--- src/rtl/vid_fetch_sched_if.sv ---
// Bus master port and pixel FIFO write port of the video fetch scheduler.
interface vid_fetch_sched_if;
  logic        req_o;
  logic        gnt_i;
  logic [2:0]  cmd_o;
  logic [1:0]  len_o;
  logic [31:0] addr_o;
  logic [2:0]  cmdin_i;
  logic [31:0] datain_i;
  logic [4:0]  fifo_level_i;
  logic        fifo_wr_o;
  logic [23:0] fifo_wdata_o;

  // Scheduler side
  modport master (
    output req_o, cmd_o, len_o, addr_o, fifo_wr_o, fifo_wdata_o,
    input  gnt_i, cmdin_i, datain_i, fifo_level_i
  );

  // Bus / FIFO side
  modport slave (
    input  req_o, cmd_o, len_o, addr_o, fifo_wr_o, fifo_wdata_o,
    output gnt_i, cmdin_i, datain_i, fifo_level_i
  );
endinterface

--- src/rtl/vid_fetch_sched.sv ---
// Video fetch scheduler: walks a frame line by line, issues 4-beat read
// bursts when the pixel FIFOs can absorb them and pushes returned RGB words.
module vid_fetch_sched #(
  parameter int unsigned FIFO_DEPTH = 16,
  parameter int unsigned BURST      = 4,
  parameter int unsigned TIMEOUT    = 64
) (
  input  logic                     clk,
  input  logic                     reset_n,
  input  logic                     enable_i,
  input  logic                     frame_start_i,
  input  logic [31:0]              base_addr_i,
  input  logic [31:0]              lineinc_i,
  input  logic [12:0]              words_per_line_i,
  input  logic [12:0]              lines_i,
  vid_fetch_sched_if.master        bus,
  output logic                     frame_done_o,
  output logic                     busy_o,
  output logic                     err_o
);

  localparam int unsigned AW  = 32;
  localparam int unsigned CW  = 13;
  localparam int unsigned BCW = 3;
  localparam int unsigned LW  = 5;
  localparam int unsigned TCW = $clog2(TIMEOUT) + 1;
  localparam logic [AW-1:0] BURST_BYTES = AW'(BURST * 4);

  typedef enum logic [2:0] {S_IDLE, S_WAIT, S_BID, S_ADDR, S_DATA, S_NEXT} state_t;

  state_t          state;
  logic [AW-1:0]   line_ptr;
  logic [AW-1:0]   word_ptr;
  logic [CW-1:0]   words_left;
  logic [CW-1:0]   lines_left;
  logic [CW-1:0]   wpl_r;
  logic [BCW-1:0]  beat_cnt;
  logic [TCW-1:0]  idle_cnt;
  logic            restart_pend;
  logic            dis_pend;

  logic            beat_c;
  logic            fs_c;
  logic            zero_cfg_c;
  logic            space_c;
  logic            last_beat_c;
  logic            keep_c;
  logic            load_c;
  logic [CW-1:0]   take_c;
  logic [AW-1:0]   next_line_c;
  logic            unused_c;

  assign unused_c = ^bus.datain_i[31:24];

  // Decode of beats, FIFO space, burst completion and frame (re)load.
  always_comb begin
    beat_c      = (bus.cmdin_i == 3'b011);
    fs_c        = frame_start_i & enable_i;
    zero_cfg_c  = (words_per_line_i == '0) | (lines_i == '0);
    space_c     = (bus.fifo_level_i <= LW'(FIFO_DEPTH - BURST));
    last_beat_c = beat_c & (beat_cnt == BCW'(BURST - 1));
    take_c      = (words_left < CW'(BURST)) ? words_left : CW'(BURST);
    keep_c      = (CW'(beat_cnt) < words_left) & ~restart_pend;
    next_line_c = line_ptr + lineinc_i;
    load_c      = 1'b0;
    case (state)
      S_IDLE, S_WAIT, S_BID, S_NEXT: load_c = fs_c;
      S_DATA:  load_c = last_beat_c & enable_i & (restart_pend | frame_start_i);
      default: load_c = 1'b0;
    endcase
  end

  // Scheduler FSM with registered bus, FIFO and status outputs.
  always_ff @(posedge clk or negedge reset_n) begin
    if (!reset_n) begin
      state            <= S_IDLE;
      line_ptr         <= '0;
      word_ptr         <= '0;
      words_left       <= '0;
      lines_left       <= '0;
      wpl_r            <= '0;
      beat_cnt         <= '0;
      idle_cnt         <= '0;
      restart_pend     <= 1'b0;
      dis_pend         <= 1'b0;
      bus.req_o        <= 1'b0;
      bus.cmd_o        <= 3'b000;
      bus.len_o        <= 2'b00;
      bus.addr_o       <= '0;
      bus.fifo_wr_o    <= 1'b0;
      bus.fifo_wdata_o <= '0;
      frame_done_o     <= 1'b0;
      busy_o           <= 1'b0;
      err_o            <= 1'b0;
    end else begin
      bus.req_o     <= 1'b0;
      bus.cmd_o     <= 3'b000;
      bus.len_o     <= 2'b00;
      bus.addr_o    <= '0;
      bus.fifo_wr_o <= 1'b0;
      frame_done_o  <= 1'b0;

      if (state == S_DATA && beat_c) begin
        bus.fifo_wr_o    <= keep_c;
        bus.fifo_wdata_o <= bus.datain_i[23:0];
      end
      if (frame_start_i)
        err_o <= 1'b0;
      if (frame_start_i && (state == S_ADDR || state == S_DATA))
        restart_pend <= 1'b1;
      if (!enable_i && (state == S_ADDR || state == S_DATA))
        dis_pend <= 1'b1;

      if (load_c) begin
        line_ptr     <= base_addr_i;
        word_ptr     <= base_addr_i;
        words_left   <= words_per_line_i;
        lines_left   <= lines_i;
        wpl_r        <= words_per_line_i;
        restart_pend <= 1'b0;
        dis_pend     <= 1'b0;
        if (zero_cfg_c) begin
          frame_done_o <= 1'b1;
          state        <= S_IDLE;
          busy_o       <= 1'b0;
        end else begin
          state  <= S_WAIT;
          busy_o <= 1'b1;
        end
      end else begin
        case (state)
          S_IDLE: ;
          S_WAIT: begin
            if (!enable_i) begin
              state  <= S_IDLE;
              busy_o <= 1'b0;
            end else if (space_c) begin
              state     <= S_BID;
              bus.req_o <= 1'b1;
            end
          end
          S_BID: begin
            if (!enable_i) begin
              state  <= S_IDLE;
              busy_o <= 1'b0;
            end else if (bus.gnt_i) begin
              state      <= S_ADDR;
              bus.cmd_o  <= 3'b010;
              bus.len_o  <= 2'b10;
              bus.addr_o <= word_ptr;
            end else begin
              bus.req_o <= 1'b1;
            end
          end
          S_ADDR: begin
            state    <= S_DATA;
            beat_cnt <= '0;
            idle_cnt <= '0;
          end
          S_DATA: begin
            if (beat_c) begin
              idle_cnt <= '0;
              beat_cnt <= beat_cnt + BCW'(1);
              if (last_beat_c) begin
                word_ptr   <= word_ptr + BURST_BYTES;
                words_left <= words_left - take_c;
                if (dis_pend || !enable_i) begin
                  state        <= S_IDLE;
                  busy_o       <= 1'b0;
                  dis_pend     <= 1'b0;
                  restart_pend <= 1'b0;
                end else begin
                  state <= S_NEXT;
                end
              end
            end else if (idle_cnt == TCW'(TIMEOUT - 1)) begin
              err_o        <= 1'b1;
              state        <= S_IDLE;
              busy_o       <= 1'b0;
              dis_pend     <= 1'b0;
              restart_pend <= 1'b0;
            end else begin
              idle_cnt <= idle_cnt + TCW'(1);
            end
          end
          S_NEXT: begin
            if (!enable_i) begin
              state  <= S_IDLE;
              busy_o <= 1'b0;
            end else if (words_left != '0) begin
              state <= S_WAIT;
            end else begin
              lines_left <= lines_left - CW'(1);
              line_ptr   <= next_line_c;
              word_ptr   <= next_line_c;
              words_left <= wpl_r;
              if (lines_left == CW'(1)) begin
                frame_done_o <= 1'b1;
                state        <= S_IDLE;
                busy_o       <= 1'b0;
              end else begin
                state <= S_WAIT;
              end
            end
          end
          default: begin
            state  <= S_IDLE;
            busy_o <= 1'b0;
          end
        endcase
      end
    end
  end

endmodule

--- src/flat_wrapper.sv ---
// flat-port wrapper written by rule: the top's interface ports become plain ports
module vid_fetch_sched_flat 
#(
  parameter int unsigned FIFO_DEPTH = 16,
  parameter int unsigned BURST      = 4,
  parameter int unsigned TIMEOUT    = 64
)
  (clk, reset_n, enable_i, frame_start_i, base_addr_i, lineinc_i, words_per_line_i, lines_i, frame_done_o, busy_o, err_o, bus_req_o, bus_cmd_o, bus_len_o, bus_addr_o, bus_fifo_wr_o, bus_fifo_wdata_o, bus_gnt_i, bus_cmdin_i, bus_datain_i, bus_fifo_level_i);
  vid_fetch_sched_if bus_i ();
  input  logic clk;
  input  logic reset_n;
  input  logic enable_i;
  input  logic frame_start_i;
  input  logic [31:0] base_addr_i;
  input  logic [31:0] lineinc_i;
  input  logic [12:0] words_per_line_i;
  input  logic [12:0] lines_i;
  output logic frame_done_o;
  output logic busy_o;
  output logic err_o;
  output wire logic [$bits(bus_i.req_o)-1:0] bus_req_o;
  output wire logic [$bits(bus_i.cmd_o)-1:0] bus_cmd_o;
  output wire logic [$bits(bus_i.len_o)-1:0] bus_len_o;
  output wire logic [$bits(bus_i.addr_o)-1:0] bus_addr_o;
  output wire logic [$bits(bus_i.fifo_wr_o)-1:0] bus_fifo_wr_o;
  output wire logic [$bits(bus_i.fifo_wdata_o)-1:0] bus_fifo_wdata_o;
  input wire logic [$bits(bus_i.gnt_i)-1:0] bus_gnt_i;
  input wire logic [$bits(bus_i.cmdin_i)-1:0] bus_cmdin_i;
  input wire logic [$bits(bus_i.datain_i)-1:0] bus_datain_i;
  input wire logic [$bits(bus_i.fifo_level_i)-1:0] bus_fifo_level_i;
  assign bus_req_o = bus_i.req_o;
  assign bus_cmd_o = bus_i.cmd_o;
  assign bus_len_o = bus_i.len_o;
  assign bus_addr_o = bus_i.addr_o;
  assign bus_fifo_wr_o = bus_i.fifo_wr_o;
  assign bus_fifo_wdata_o = bus_i.fifo_wdata_o;
  assign bus_i.gnt_i = bus_gnt_i;
  assign bus_i.cmdin_i = bus_cmdin_i;
  assign bus_i.datain_i = bus_datain_i;
  assign bus_i.fifo_level_i = bus_fifo_level_i;
  vid_fetch_sched #(.FIFO_DEPTH(FIFO_DEPTH), .BURST(BURST), .TIMEOUT(TIMEOUT)) u_core (.clk(clk), .reset_n(reset_n), .enable_i(enable_i), .frame_start_i(frame_start_i), .base_addr_i(base_addr_i), .lineinc_i(lineinc_i), .words_per_line_i(words_per_line_i), .lines_i(lines_i), .bus(bus_i), .frame_done_o(frame_done_o), .busy_o(busy_o), .err_o(err_o));
endmodule
--- config.mk ---
export PLATFORM = sky130hd
export DESIGN_NAME = vid_fetch_sched_flat
export DESIGN_NICKNAME = d
export VERILOG_FILES = /design/src/rtl/vid_fetch_sched_if.sv /design/src/rtl/vid_fetch_sched.sv /design/src/flat_wrapper.sv
export SDC_FILE = /design/constraint.sdc
export NUM_CORES = 1
export LEC_CHECK = 0
export ABC_AREA = 1
export BUFFER_PORTS_ARGS = -buffer_cell sky130_fd_sc_hd__buf_2
export CAP_MARGIN = 5
export CORE_MARGIN = 5
export CORE_UTILIZATION = 55
export DETAILED_ROUTE_END_ITERATION = 8
export PLACE_DENSITY = 0.91
export SYNTH_ARGS = -nofsm -noshare
export SYNTH_HDL_FRONTEND = slang
export SYNTH_SLANG_ARGS = --single-unit
--- constraint.sdc ---
create_clock -name clk -period 2.5 [get_ports clk]
set_input_delay 0.5 -clock clk [delete_from_list [all_inputs] [get_ports clk]]
set_output_delay 0.5 -clock clk [all_outputs]
set_load 0.005 [all_outputs]
==> impl_metrics.toml <==
[cts]
cts-root-to-sink-buffers = 2
cts_hold_buf = 0
clock_latency_ns = 0.44
cts_tree = "done"
postCtsSetupBuffers = 0
cts_resized = 0
cts_inserted_buffers = 17
root_buffer = "clkbuf_16"
clock_sinks = 180
htree_levels = 4
cts.clk_slew.worst_paths_ns = 0.07

[timing]
setup_viol = 0
finalHoldViolCount = 0
worstMarginPinSlew_ns = 0.522
rsz0062_at_grt = "no"
period_share_pct = 93.1
maxSlewViolCount = 0
fin_hold_ws_ns = 0.00431
worst_clock_skew_ns = 0.0128
timing.fmax_ghz = 0.430
maxSlewHeadroom_pct = 65.2
fin_crit_ns = 2.33
fin_tns_setup_ns = 0

[floorplanning]
fp.dieH_um = 155
initial_core_util_pct = 55.4
core_area_um2 = 20800
fp.dieArea_um2 = 24000
ioPinCount = 201
die_w_um = 155
placementRows = 53

[route]
vias_per_cell = 5.64
dr.pass1.iters = 6
ant_nets = 0
wl_per_cell_um = 17.0
wl_mm = 36.3
drc = 0
drt-initial-drc-count = 1108
num_vias = 12100

[pwr]
p_per_area_nw_per_um2 = 1060
peakVddDrop_v = 0.000674
leakage_uw = 0.00731

[finish]
final_common_cell = "nand2_1"
n_fill_cell = 1740
final_nets = 2031
stdcell_count = 2142
final_cell_mix = "nand2_1 (490), nor2_1 (209), buf_2 (188)"
layout-drive-gt1-share_pct = 16.6
multiInputGateArea_um2 = 6040
areaGrowthSynthToFinish_pct = 18.2
seqCellArea_um2 = 4510
diodes = 0

[worst_setup_path]
path_cells = "ha_1 > ha_1 > inv_1 > nor2_1 > nand4_4 > nand2_8 > buf_12 > nor2_4 > inv_2 > nand2_1 > o21ai_0 > a22oi_1"
r2r_cells = 12
worstPathArrival_ns = 2.64
crit_fanout = 50
crit_slowest_cell = "dfrtp_1"
cp_slowest_stage_delay_ns = 0.40
endpoint_kind = "register"
required_ns = 2.81
cp-start-kind = "register"
worst_path_most_repeated_cell = "ha_1"
crit_type = "reg2reg"

[logic_synthesis]
ys_warn_count = 0
syn_area_um2 = 11500
yosys.cell_types.count = 58
async_flop_share_pct = 100
ys_ff_latch = 180
ys.flop_type = "dfrtp_1"
synth.avg_cell_area_um2 = 7.04
netlist_instances = 1638
synth_edf_count = 0
yosysSeqAreaShare_pct = 39.1

[global_routing]
grt_max_degree = 54
grt_usage_pct = 29.9
grt_pass1_vias = 11500
grt.overflow.total = 0
grt_pass1_wl_mm = 57.3
antenna_found_initial = 0

[placement]
dp_cells = 2111
gp_congestion = 0.940
dp_hpwl_mm = 28.0
io_buffers = 189

[job]
cap_violations = 0

[min_path]
min_path_type = "in2async"

[outcome]
outcome = "completed"
through the flow:
step	power (µW)	utilization, %	worst slack (ns)	instance area (µm²)
detailed placement	11600	62.7	0.0137	13100
CTS	14400	65.5	0.217	13600
global route	15600	65.5	0.00624	13600
finish	14500	65.5	0.174	13600
floorplan	9380	-	0.337	11500
global placement	11400	62.7	0.0673	13100
sequential cells by signal, indices dropped and copies added (netlist names), 3 cells and up:
name                     cells
u_core.bus.addr_o           32
u_core.bus.fifo_wdata_o     24
u_core.words_left           13
u_core.beat_cnt              3
u_core.state                 3
u_core.lines_left           13
u_core.wpl_r                13
u_core.idle_cnt              7
u_core.word_ptr             32
u_core.line_ptr             32
final timing paths:
kind                                                             start                                 endpoint  slack, ns
worst max-delay path                    u_core.beat_cnt[0]$_DFFE_PN0P_          u_core.word_ptr[15]$_DFFE_PN0P_       0.17
worst min-delay path                                           reset_n  u_core.bus.fifo_wdata_o[10]$_DFFE_PN0P_      0.004
worst max register to register          u_core.beat_cnt[0]$_DFFE_PN0P_          u_core.word_ptr[15]$_DFFE_PN0P_       0.17
worst min register to register  u_core.bus.fifo_wdata_o[9]$_DFFE_PN0P_   u_core.bus.fifo_wdata_o[9]$_DFFE_PN0P_       0.47
max in group asynchronous                                      reset_n           u_core.beat_cnt[2]$_DFFE_PN0P_       1.78
min in group clk                                       bus_datain_i[9]   u_core.bus.fifo_wdata_o[9]$_DFFE_PN0P_       0.26
metal layers:
layer	GRT usage (%)	wire, µm	vias up	share of wire, %
li1	-	-	5749	-
met4	12.2	1470	0	4.1
met3	4.84	3440	106	9.5
met2	50.3	17200	642	47
met5	0	0	-	0
met1	38.7	14200	5580	39
worst max-delay path, delay by kind of cell (launching register included):
| kind | cells | cell delay (ns) |
|---|---|---|
| adder cells (fa/ha/maj) | 2 | 0.33 |
| AO/OA/AOI/OAI | 2 | 0.18 |
| AND/OR/NAND/NOR | 5 | 0.70 |
| buffers and inverters | 3 | 0.59 |
| flip-flops | 1 | 0.40 |
final cells by class:
cell class / count / area share [%]
clock inverter: 13 / 1.01
multi-input combinational: 1221 / 44.3
clock buffer: 18 / 3.15
tap: 275 / 2.52
sequential: 180 / 33.0
timing repair buffer: 243 / 10.7
inverter: 192 / 5.30
report_power, final:
part / internal, µW / switching (µW) / total (µW) / leakage (µW)
registers: 3890 / 862 / 4750 / 0.00223
logic: 2580 / 4480 / 7060 / 0.00481
clock network: 1400 / 1300 / 2700 / 0.000266
total: 7870 / 6640 / 14500 / 0.00731
cells by family (layout without fill, tap and decap cells):
family	after synthesis	after routing	share of synthesized area [%]
AO/OA/AOI/OAI	225	225	11.4
XOR/XNOR	29	29	2.20
adder cells (fa/ha/maj)	41	41	4.51
buffers and inverters	239	466	8.67
AND/OR/NAND/NOR	921	921	34.0
other	2	4	0.0651
multiplexers	1	1	0.0868
flip-flops	180	180	39.1
synth_stat cells (2+ instances only):
master	instances	area, µm²
a21oi_1	87	435
dfrtp_1	180	4500
o22ai_1	7	43.8
a22oi_1	5	37.5
nor2_4	5	56.3
o21ai_0	52	260
conb_1	2	7.51
nor2_1	210	788
a221oi_1	4	35.0
buf_6	4	45.0
o31ai_1	3	22.5
nor4_1	8	50.1
a31oi_1	30	188
nor3_1	35	175
nor2_2	4	25.0
nand2_2	5	31.3
xnor2_1	7	61.3
or2_2	4	25.0
buf_2	23	115
nand2_1	490	1840
inv_2	7	26.3
nand3_1	115	576
nand3b_1	5	37.5
a21boi_0	4	30.0
nand3_2	3	30.0
o21bai_1	6	45.0
o21a_1	2	15.0
o21ai_1	4	20.0
o211ai_1	8	60.1
inv_1	183	687
buf_4	11	82.6
nor3b_1	4	30.0
ha_1	40	500
a21o_1	2	15.0
a211oi_1	2	15.0
xor2_1	22	193
nand4_1	27	169
clkbuf_1	8	30.0
Note: power is estimated with default switching activity, not from simulation.
